<file path="config.mk">
export PLATFORM = sky130hd
export DESIGN_NAME = red_blob_bbox_detector
export DESIGN_NICKNAME = d
export VERILOG_FILES = /design/src/rtl/red_blob_bbox_detector.sv
export SDC_FILE = /design/constraint.sdc
export NUM_CORES = 1
export LEC_CHECK = 0
export ABC_CLOCK_PERIOD_IN_PS = 2790
export CORE_ASPECT_RATIO = 1.4
export CORE_MARGIN = 8
export CORE_UTILIZATION = 40
export DETAILED_ROUTE_END_ITERATION = 7
export SLEW_MARGIN = 5
export SYNTH_ARGS = -nofsm -noshare
export SYNTH_HDL_FRONTEND = slang
export SYNTH_SLANG_ARGS = --single-unit
</file>
<file path="constraint.sdc">
create_clock -name clk -period 2.79 [get_ports clk]
set_input_delay 0.4185 -clock clk [delete_from_list [all_inputs] [get_ports clk]]
set_output_delay 0.4185 -clock clk [all_outputs]
set_load 0.05 [all_outputs]
</file>
<file path="src/rtl/red_blob_bbox_detector.sv">
// red_blob_bbox_detector: Avalon-ST pass-through that boxes red pixels per frame and overlays the result
module red_blob_bbox_detector #(
    parameter int          IMAGE_W    = 640,
    parameter int          IMAGE_H    = 480,
    parameter logic [7:0]  R_MIN      = 8'd160,
    parameter logic [7:0]  G_MAX      = 8'd80,
    parameter logic [7:0]  B_MAX      = 8'd80,
    parameter logic [23:0] HL_COLOUR  = 24'hFF0000,
    parameter logic [23:0] BOX_COLOUR = 24'h00FF00
) (
    input  logic        clk,
    input  logic        reset_n,
    input  logic        mode,
    input  logic [23:0] sink_data,
    input  logic        sink_valid,
    input  logic        sink_sop,
    input  logic        sink_eop,
    output logic        sink_ready,
    output logic [23:0] source_data,
    output logic        source_valid,
    output logic        source_sop,
    output logic        source_eop,
    input  logic        source_ready,
    input  logic [1:0]  s_address,
    input  logic        s_read,
    output logic [31:0] s_readdata
);
    localparam logic [15:0] X_LAST = 16'(IMAGE_W - 1);
    localparam logic [15:0] Y_LAST = 16'(IMAGE_H - 1);

    logic [15:0] x, y, min_x, min_y, max_x, max_y, lmin_x, lmin_y, lmax_x, lmax_y, frame_cnt;
    logic [15:0] nmin_x, nmin_y, nmax_x, nmax_y;
    logic [19:0] hit_cnt, l_hit_cnt, hit_cnt_nx;
    logic        in_video, box_valid, accept, pix, hit, border;
    logic [23:0] pix_out;

    assign sink_ready = source_ready | ~source_valid;
    assign accept     = sink_valid & sink_ready;
    assign pix        = accept & ~sink_sop & in_video;
    assign hit        = (sink_data[23:16] >= R_MIN) && (sink_data[15:8] < G_MAX) && (sink_data[7:0] < B_MAX);

    always_comb begin
        nmin_x     = (hit && x < min_x) ? x : min_x;
        nmin_y     = (hit && y < min_y) ? y : min_y;
        nmax_x     = (hit && x > max_x) ? x : max_x;
        nmax_y     = (hit && y > max_y) ? y : max_y;
        hit_cnt_nx = (hit && hit_cnt != '1) ? hit_cnt + 20'd1 : hit_cnt;
        border     = box_valid &&
                     ((((x == lmin_x) || (x == lmax_x)) && y >= lmin_y && y <= lmax_y) ||
                      (((y == lmin_y) || (y == lmax_y)) && x >= lmin_x && x <= lmax_x));
        pix_out    = !(mode && pix) ? sink_data : border ? BOX_COLOUR : hit ? HL_COLOUR : sink_data;
    end

    always_ff @(posedge clk or negedge reset_n) begin
        if (!reset_n) begin
            source_data  <= '0;
            source_valid <= 1'b0;
            source_sop   <= 1'b0;
            source_eop   <= 1'b0;
        end else if (accept) begin
            source_data  <= pix_out;
            source_valid <= 1'b1;
            source_sop   <= sink_sop;
            source_eop   <= sink_eop;
        end else if (source_ready) begin
            source_valid <= 1'b0;
        end
    end

    // An SOP always restarts the running box, which also discards a truncated frame
    always_ff @(posedge clk or negedge reset_n) begin
        if (!reset_n) begin
            x         <= '0;
            y         <= '0;
            in_video  <= 1'b0;
            min_x     <= '1;
            min_y     <= '1;
            max_x     <= '0;
            max_y     <= '0;
            hit_cnt   <= '0;
            lmin_x    <= '0;
            lmin_y    <= '0;
            lmax_x    <= '0;
            lmax_y    <= '0;
            l_hit_cnt <= '0;
            box_valid <= 1'b0;
            frame_cnt <= '0;
        end else if (accept && sink_sop) begin
            in_video <= (sink_data[3:0] == 4'h0);
            x        <= '0;
            y        <= '0;
            min_x    <= '1;
            min_y    <= '1;
            max_x    <= '0;
            max_y    <= '0;
            hit_cnt  <= '0;
        end else if (pix) begin
            x <= (x == X_LAST) ? '0 : x + 16'd1;
            y <= (x == X_LAST && y != Y_LAST) ? y + 16'd1 : y;
            if (sink_eop) begin
                lmin_x    <= nmin_x;
                lmin_y    <= nmin_y;
                lmax_x    <= nmax_x;
                lmax_y    <= nmax_y;
                l_hit_cnt <= hit_cnt_nx;
                box_valid <= (hit_cnt_nx != '0);
                frame_cnt <= frame_cnt + 16'd1;
                min_x     <= '1;
                min_y     <= '1;
                max_x     <= '0;
                max_y     <= '0;
                hit_cnt   <= '0;
                in_video  <= 1'b0;
            end else begin
                min_x   <= nmin_x;
                min_y   <= nmin_y;
                max_x   <= nmax_x;
                max_y   <= nmax_y;
                hit_cnt <= hit_cnt_nx;
            end
        end
    end

    always_ff @(posedge clk or negedge reset_n) begin
        if (!reset_n) s_readdata <= '0;
        else if (s_read)
            s_readdata <= (s_address == 2'd0) ? {lmin_x, lmin_y} :
                          (s_address == 2'd1) ? {lmax_x, lmax_y} :
                          (s_address == 2'd2) ? {12'b0, l_hit_cnt} :
                                                {frame_cnt, 15'b0, box_valid};
    end
endmodule
</file>
# After elaboration in Yosys (flattened, before gate mapping)
# Cells that the tools add are included.
[op_classes]
add_sub_neg = 4
reduce_logical = 28
muxes = 37
magnitude_cmp = 11
n_eq_ne = 9
n_bitwise = 7
[ops]
columns = ["op", "count"]
rows = [
  ["$mux W16", 22],
  ["$mux W32", 3],
  ["$mux W20", 4],
  ["$mux W24", 3],
  ["$eq A16 B16 Y1", 4],
  ["$add A16 B1 Y16 const B", 3],
  ["$ge A16 B16 Y1", 2],
  ["$gt A16 B16 Y1", 2],
  ["$le A16 B16 Y1", 2],
  ["$lt A16 B16 Y1", 2],
  ["$add A20 B1 Y20 const B", 1],
  ["$ne A20 B20 Y1 const B", 1],
  ["$reduce_bool A20 Y1", 1],
  ["$eq A16 B10 Y1 const B", 1],
  ["$lt A8 B7 Y1 const B", 2],
  ["$ne A16 B9 Y1 const B", 1],
  ["$logic_and A1 B1 Y1", 15],
  ["$ge A8 B8 Y1 const B", 1],
  ["$reduce_bool A2 Y1", 4],
  ["$mux W1", 5],
  ["$logic_not A4 Y1", 1],
  ["$reduce_and A2 Y1", 2],
  ["$and A1 B1 Y1", 3],
  ["$logic_or A1 B1 Y1", 3],
  ["other kinds (6)", 8],
]
[totals]
register_bits = 277
inputBits = 34
word_cells = 116
output_inout_bits = 60

# Depth between registers and ports, before layout
[depth]
ltp_word = 8
depth_mapped = 13
ltp_nobuf = 10

# Worst setup path before layout
# OpenSTA, ideal clock, no wires.
[synth_path]
kind = "register to register"
start = "reg source_valid"
end = "reg min_y[10]"
setup_time_ns = 0.080
setup_slack_ns = 0.053
period_less_slack_ns = 2.737
t_required_ns = 2.710
path_stages_with_launch = 10
n_path_buf = 3
arrival_time_ns = 2.658
cell_sequence = "dfrtp_1 > nand2b_1 > and2_1 > buf_2 > nand2_1 > nor2_1 > clkbuf_1 > nand2_1 > clkbuf_1 > o22a_1"
[synth_via]
elab_chain_cells = 6
word_cells_on_any_way = 8
classes_between = "1 x mux; 5 x bitwise; 2 x reduce/logical"
[synth_rtl]
columns = ["item", "line", "rtl"]
rows = [
  ["from (decl)", "20", "output logic source_valid,"],
  ["from (signal assigned)", "57", "source_valid <= 1'b0;"],
  ["from (signal assigned)", "62", "source_valid <= 1'b1;"],
  ["from (signal assigned)", "66", "source_valid <= 1'b0;"],
  ["$not A1 Y1 (*)", "37", "assign sink_ready = source_ready | ~source_valid;"],
  ["$or A1 B1 Y1 (*)", "37", ""],
  ["named net sink_ready", "18", "output logic sink_ready,"],
  ["$and A1 B1 Y1 (*)", "38", "assign accept = sink_valid & sink_ready;"],
  ["$and A1 B1 Y1 (2 in a row)", "39", "assign pix = accept & ~sink_sop & in_video;"],
  ["$reduce_bool A2 Y1 (no line)", "--", ""],
  ["to (signal assigned)", "116", "min_y <= nmin_y;"],
  ["to (decl)", "31", "logic [15:0] x, y, min_x, min_y, max_x, max_y, lmin_x, lmin_y, lmax_x, lmax_y, frame_cnt;"],
]
# The timed path passes the listed nets; every way through them passes the cells marked *.
# A chain may end at the register's enable or synchronous reset.

# Worst setup path in the final report
[layout_path]
start = "reg y[1]"
end = "reg source_data[10]"
[layout_via]
elab_chain_cells = 8
word_cells_on_any_way = 13
classes_between = "2 x order compare; 2 x eq/ne; 2 x mux; 7 x reduce/logical"
[layout_rtl]
columns = ["item", "line", "rtl"]
rows = [
  ["from (decl)", "31", ""],
  ["from (signal assigned)", "99", "y <= (x == X_LAST && y != Y_LAST) ? y + 16'd1 : y;"],
  ["branches (longest 4 deep; another with $ge A16 B16 Y1)", "--", ""],
  ["$logic_or A1 B1 Y1 (*)", "49", "((((x == lmin_x) || (x == lmax_x)) && y >= lmin_y && y <= lmax_y) ||"],
  ["$logic_and A1 B1 Y1 (*)", "48", "border = box_valid &&"],
  ["$mux W24 (*) (2 in a row)", "51", "pix_out = !(mode && pix) ? sink_data : border ? BOX_COLOUR : hit ? HL_COLOUR : sink_data;"],
  ["to (signal assigned)", "61", "source_data <= pix_out;"],
  ["to (decl)", "19", "output logic [23:0] source_data,"],
]
# Every way passes the cells marked *.

==> results.json <==
{
  "cts_max_level": 1,
  "end_kind": "flop",
  "synthCells": 1680,
  "gr-total-overflow": 0,
  "worst_r2r_endpoint": "source_data[10]",
  "avgRoutedWirePerCell_um": 18.9,
  "cts_tree": "done",
  "numCtsBuffers": 30,
  "setup_viol": 0,
  "antenna_found_initial": 0,
  "p_per_area_mw_per_mm2": 530,
  "worst_slew_pin_slew_ns": 0.651,
  "swShare_pct": 28.7,
  "gr-usage-all-layers_pct": 19.7,
  "nets": 2087,
  "yosysTopAreaCellShare_pct": 37.9,
  "netlist_top_cells_area": "dfrtp_1 38%, ha_1 10%, mux2i_1 5.7%",
  "diodes": 0,
  "grt_max_degree": 98,
  "p_switching_uw": 3130,
  "drt-vias-per-instance": 5.39,
  "ant_nets": 0,
  "seq_area_frac_synth_pct": 43.1,
  "dieArea_sq_mm": 0.0472,
  "critPathBufInv": 2,
  "die_w_um": 186,
  "fin_skew_ns": 0.0217,
  "clk_latency_ns": 0.58,
  "finalHoldViolations": 0,
  "synthFlopType": "dfrtp_1",
  "yosys_warnings": 0,
  "cpMaxStageDelayCell": "dfrtp_1",
  "routabilityCongestion": 0.879,
  "clk_pin_slew_worst_paths_ns": 0.07,
  "ys_types": 78,
  "drive_above_1_share_pct": 20.1,
  "worstPathArrival_ns": 3.20,
  "setup_ws_ns": 0.0400,
  "period_needed_ns": 2.75,
  "ys_async_sr_fraction_pct": 100,
  "num_vias": 13400,
  "grt_pass1_wl_um": 74200,
  "drv_slew": 0,
  "pwr-share-comb_pct": 20.5,
  "firstDrtPassIters": 5,
  "crit_family": "compound AO/OA/AOI/OAI gates",
  "slew-limit-headroom_pct": 56.6,
  "dpl.cell_count": 2399,
  "io_buffers": 93,
  "power_frac_clock_pct": 39.7,
  "final.fill_count": 3732,
  "period_share_pct": 98.6,
  "dp_hpwl_um": 34600,
  "cts.sinks": 277,
  "clockBufferDepth": 3,
  "ys_ff_latch": 277,
  "status": "complete, no violations",
  "leakage_uw": 0.00987,
  "crit_type": "flop to flop",
  "syn-cell-area_sq_mm": 0.0162,
  "cap_violations": 0,
  "cts-root-buf": "clkbuf_16",
  "synth_edf_count": 0,
  "worstPathCellList": "buf_6, ha_4, and3_4, a221o_1, a221oi_2, o31ai_2, o22ai_1, o32ai_2, and4_4, buf_6, a221o_1",
  "wirelength_um": 46900,
  "reg2reg_from": "y[1]",
  "syn_nets": 1844,
  "p_int_uw": 7770,
  "drc": 0,
  "final_cells": 2481,
  "min_path_type": "input port to asynchronous set/reset pin",
  "r2r_cells": 11,
  "area_delta_synth_final_pct": 27.2,
  "rsz0062_at_grt": "yes",
  "cp_slowest_stage_delay_ns": 0.42,
  "seqPwrFrac_pct": 39.8,
  "core_area_sq_mm": 0.0401,
  "synth.avg_cell_area_sq_um": 9.63,
  "rows": 87,
  "synth_common_cells": "245 x dfrtp_1, 158 x nand2_1, 138 x o21ai_0",
  "crit_required_ns": 3.24,
  "rrSetupSlack_ns": 0.04,
  "cp.depth": 11,
  "ir_worst_vdd_v": 0.000515,
  "fp.dieH_um": 254,
  "place_ws_ns": -0.305,
  "initial_utilization_pct": 40.4,
  "fin_hold_ws_ns": 0.256,
  "crit_fanout": 6,
  "drt_iter0_markers": 586,
  "cp-start-kind": "flop",
  "ioPinCount": 94,
  "post-synth-top-count-cell": "dfrtp_1",
  "fmax_mhz": 364,
  "grt_pass1_vias": 13600,
  "netlist.top_cell.by_area": "dfrtp_1"
}
[power groups by stage]
| stage | Combinational (uW) | Clock (uW) | Sequential [uW] |
|---|---|---|---|
| floorplan | 723 | 0 | 4740 |
| global placement | 1980 | 0 | 4400 |
| detailed placement | 2000 | 0 | 4410 |
| CTS | 2060 | 4410 | 4340 |
| global route | 2400 | 4580 | 4360 |
| finish | 2230 | 4330 | 4340 |
[layer usage]
metal | part of all wire [%] | vias to the layer above | global-route usage [%] | routed length [um]
met2 | 55 | 188 | 38.2 | 25700
li1 | - | 6446 | - | -
met5 | 0 | - | 0 | 0
met4 | 3.6 | 0 | 7.12 | 1680
met3 | 2.4 | 85 | 1.70 | 1140
met1 | 39 | 6648 | 21.8 | 18400
[cell families after synthesis]
kind of cell / count (synthesis) / synth area share (%)
compound gates: 443 / 17.9
flops: 277 / 43.1
buf+inv: 233 / 6.20
mux: 102 / 6.74
simple gates: 447 / 13.4
xor+xnor: 48 / 2.60
fa+ha+maj: 130 / 10.1
[worst reg2reg max path, stage by stage (launching register included)]
cell and delay [ns]:
dfrtp_1 0.42, buf_6 0.14, ha_4 0.22, and3_4 0.14
a221o_1 0.32, a221oi_2 0.30, o31ai_2 0.12, o22ai_1 0.21
o32ai_2 0.12, and4_4 0.21, buf_6 0.13, a221o_1 0.27
[final cells by class]
type	count	area, sq um	area share [%]
multi-input cells	1170	8570	41.7
well taps	534	668	3.25
clock buffers	42	816	3.97
repair buffers	315	2820	13.7
inverters	129	484	2.35
flip-flops and latches	277	6970	33.9
clock inverters	14	236	1.15
[state kept, by name, summed over array words and instances, names as in the netlist, 20 cells and up]
| register | flops |
|---|---|
| hit_cnt | 20 |
| l_hit_cnt | 20 |
| s_readdata | 32 |
| source_data | 24 |
[cells in the final DEF (no fill, tap or decap), types with 6 or more instances in the layout]
master           count
buf_6               11
a21oi_1            113
dfrtp_1            243
buf_4              196
a22o_1              26
and3_1              24
nand2_1            157
ha_4                10
o22ai_1              8
ha_1               120
clkbuf_1            10
o21ai_0            131
and2_1               6
clkbuf_16           31
nand4_1             40
o21a_1              13
inv_1              127
a21o_1              41
nor3_1              10
xnor2_1             23
or3_1                8
o31ai_1              7
xor2_1              25
o22a_1              31
buf_12              12
mux2i_1             84
a32o_1              17
clkdlybuf4s50_1     89
dfstp_2             32
a221o_1              8
bufinv_16            6
nand3_1             26
nor2b_1             14
nor2_1             119
[through the flow]
step	setup TNS [ns]	instance area (sq um)	power, uW	util [%]
2_1_floorplan	0	16200	5460	-
3_3_place_gp	-6.30	18900	6380	47.1
3_5_place_dp	-7.19	18900	6410	47.1
4_1_cts	0	20100	10800	50.1
5_1_grt	-0.232	20600	11300	51.3
6_report	0	20600	10900	51.3
[worst max-delay path by stage]
stage                  startpoint               to
floorplan            source_valid        min_y[10]
global placement    sink_data[23]        box_valid
finish                       y[1]  source_data[10]
detailed placement  sink_data[23]        box_valid
CTS                          y[1]   source_data[2]
global route                 y[1]  source_data[10]
[what timing repair did]
action	4_1_cts	5_1_grt
endpoints found under the hold margin	85	0
pin swaps	5	28
setup endpoints to repair	68	111
gates resized for setup	21	60
hold buffers	1	0
cloned	0	1
setup buffers	6	19
Power figures use the tool's default switching activity.
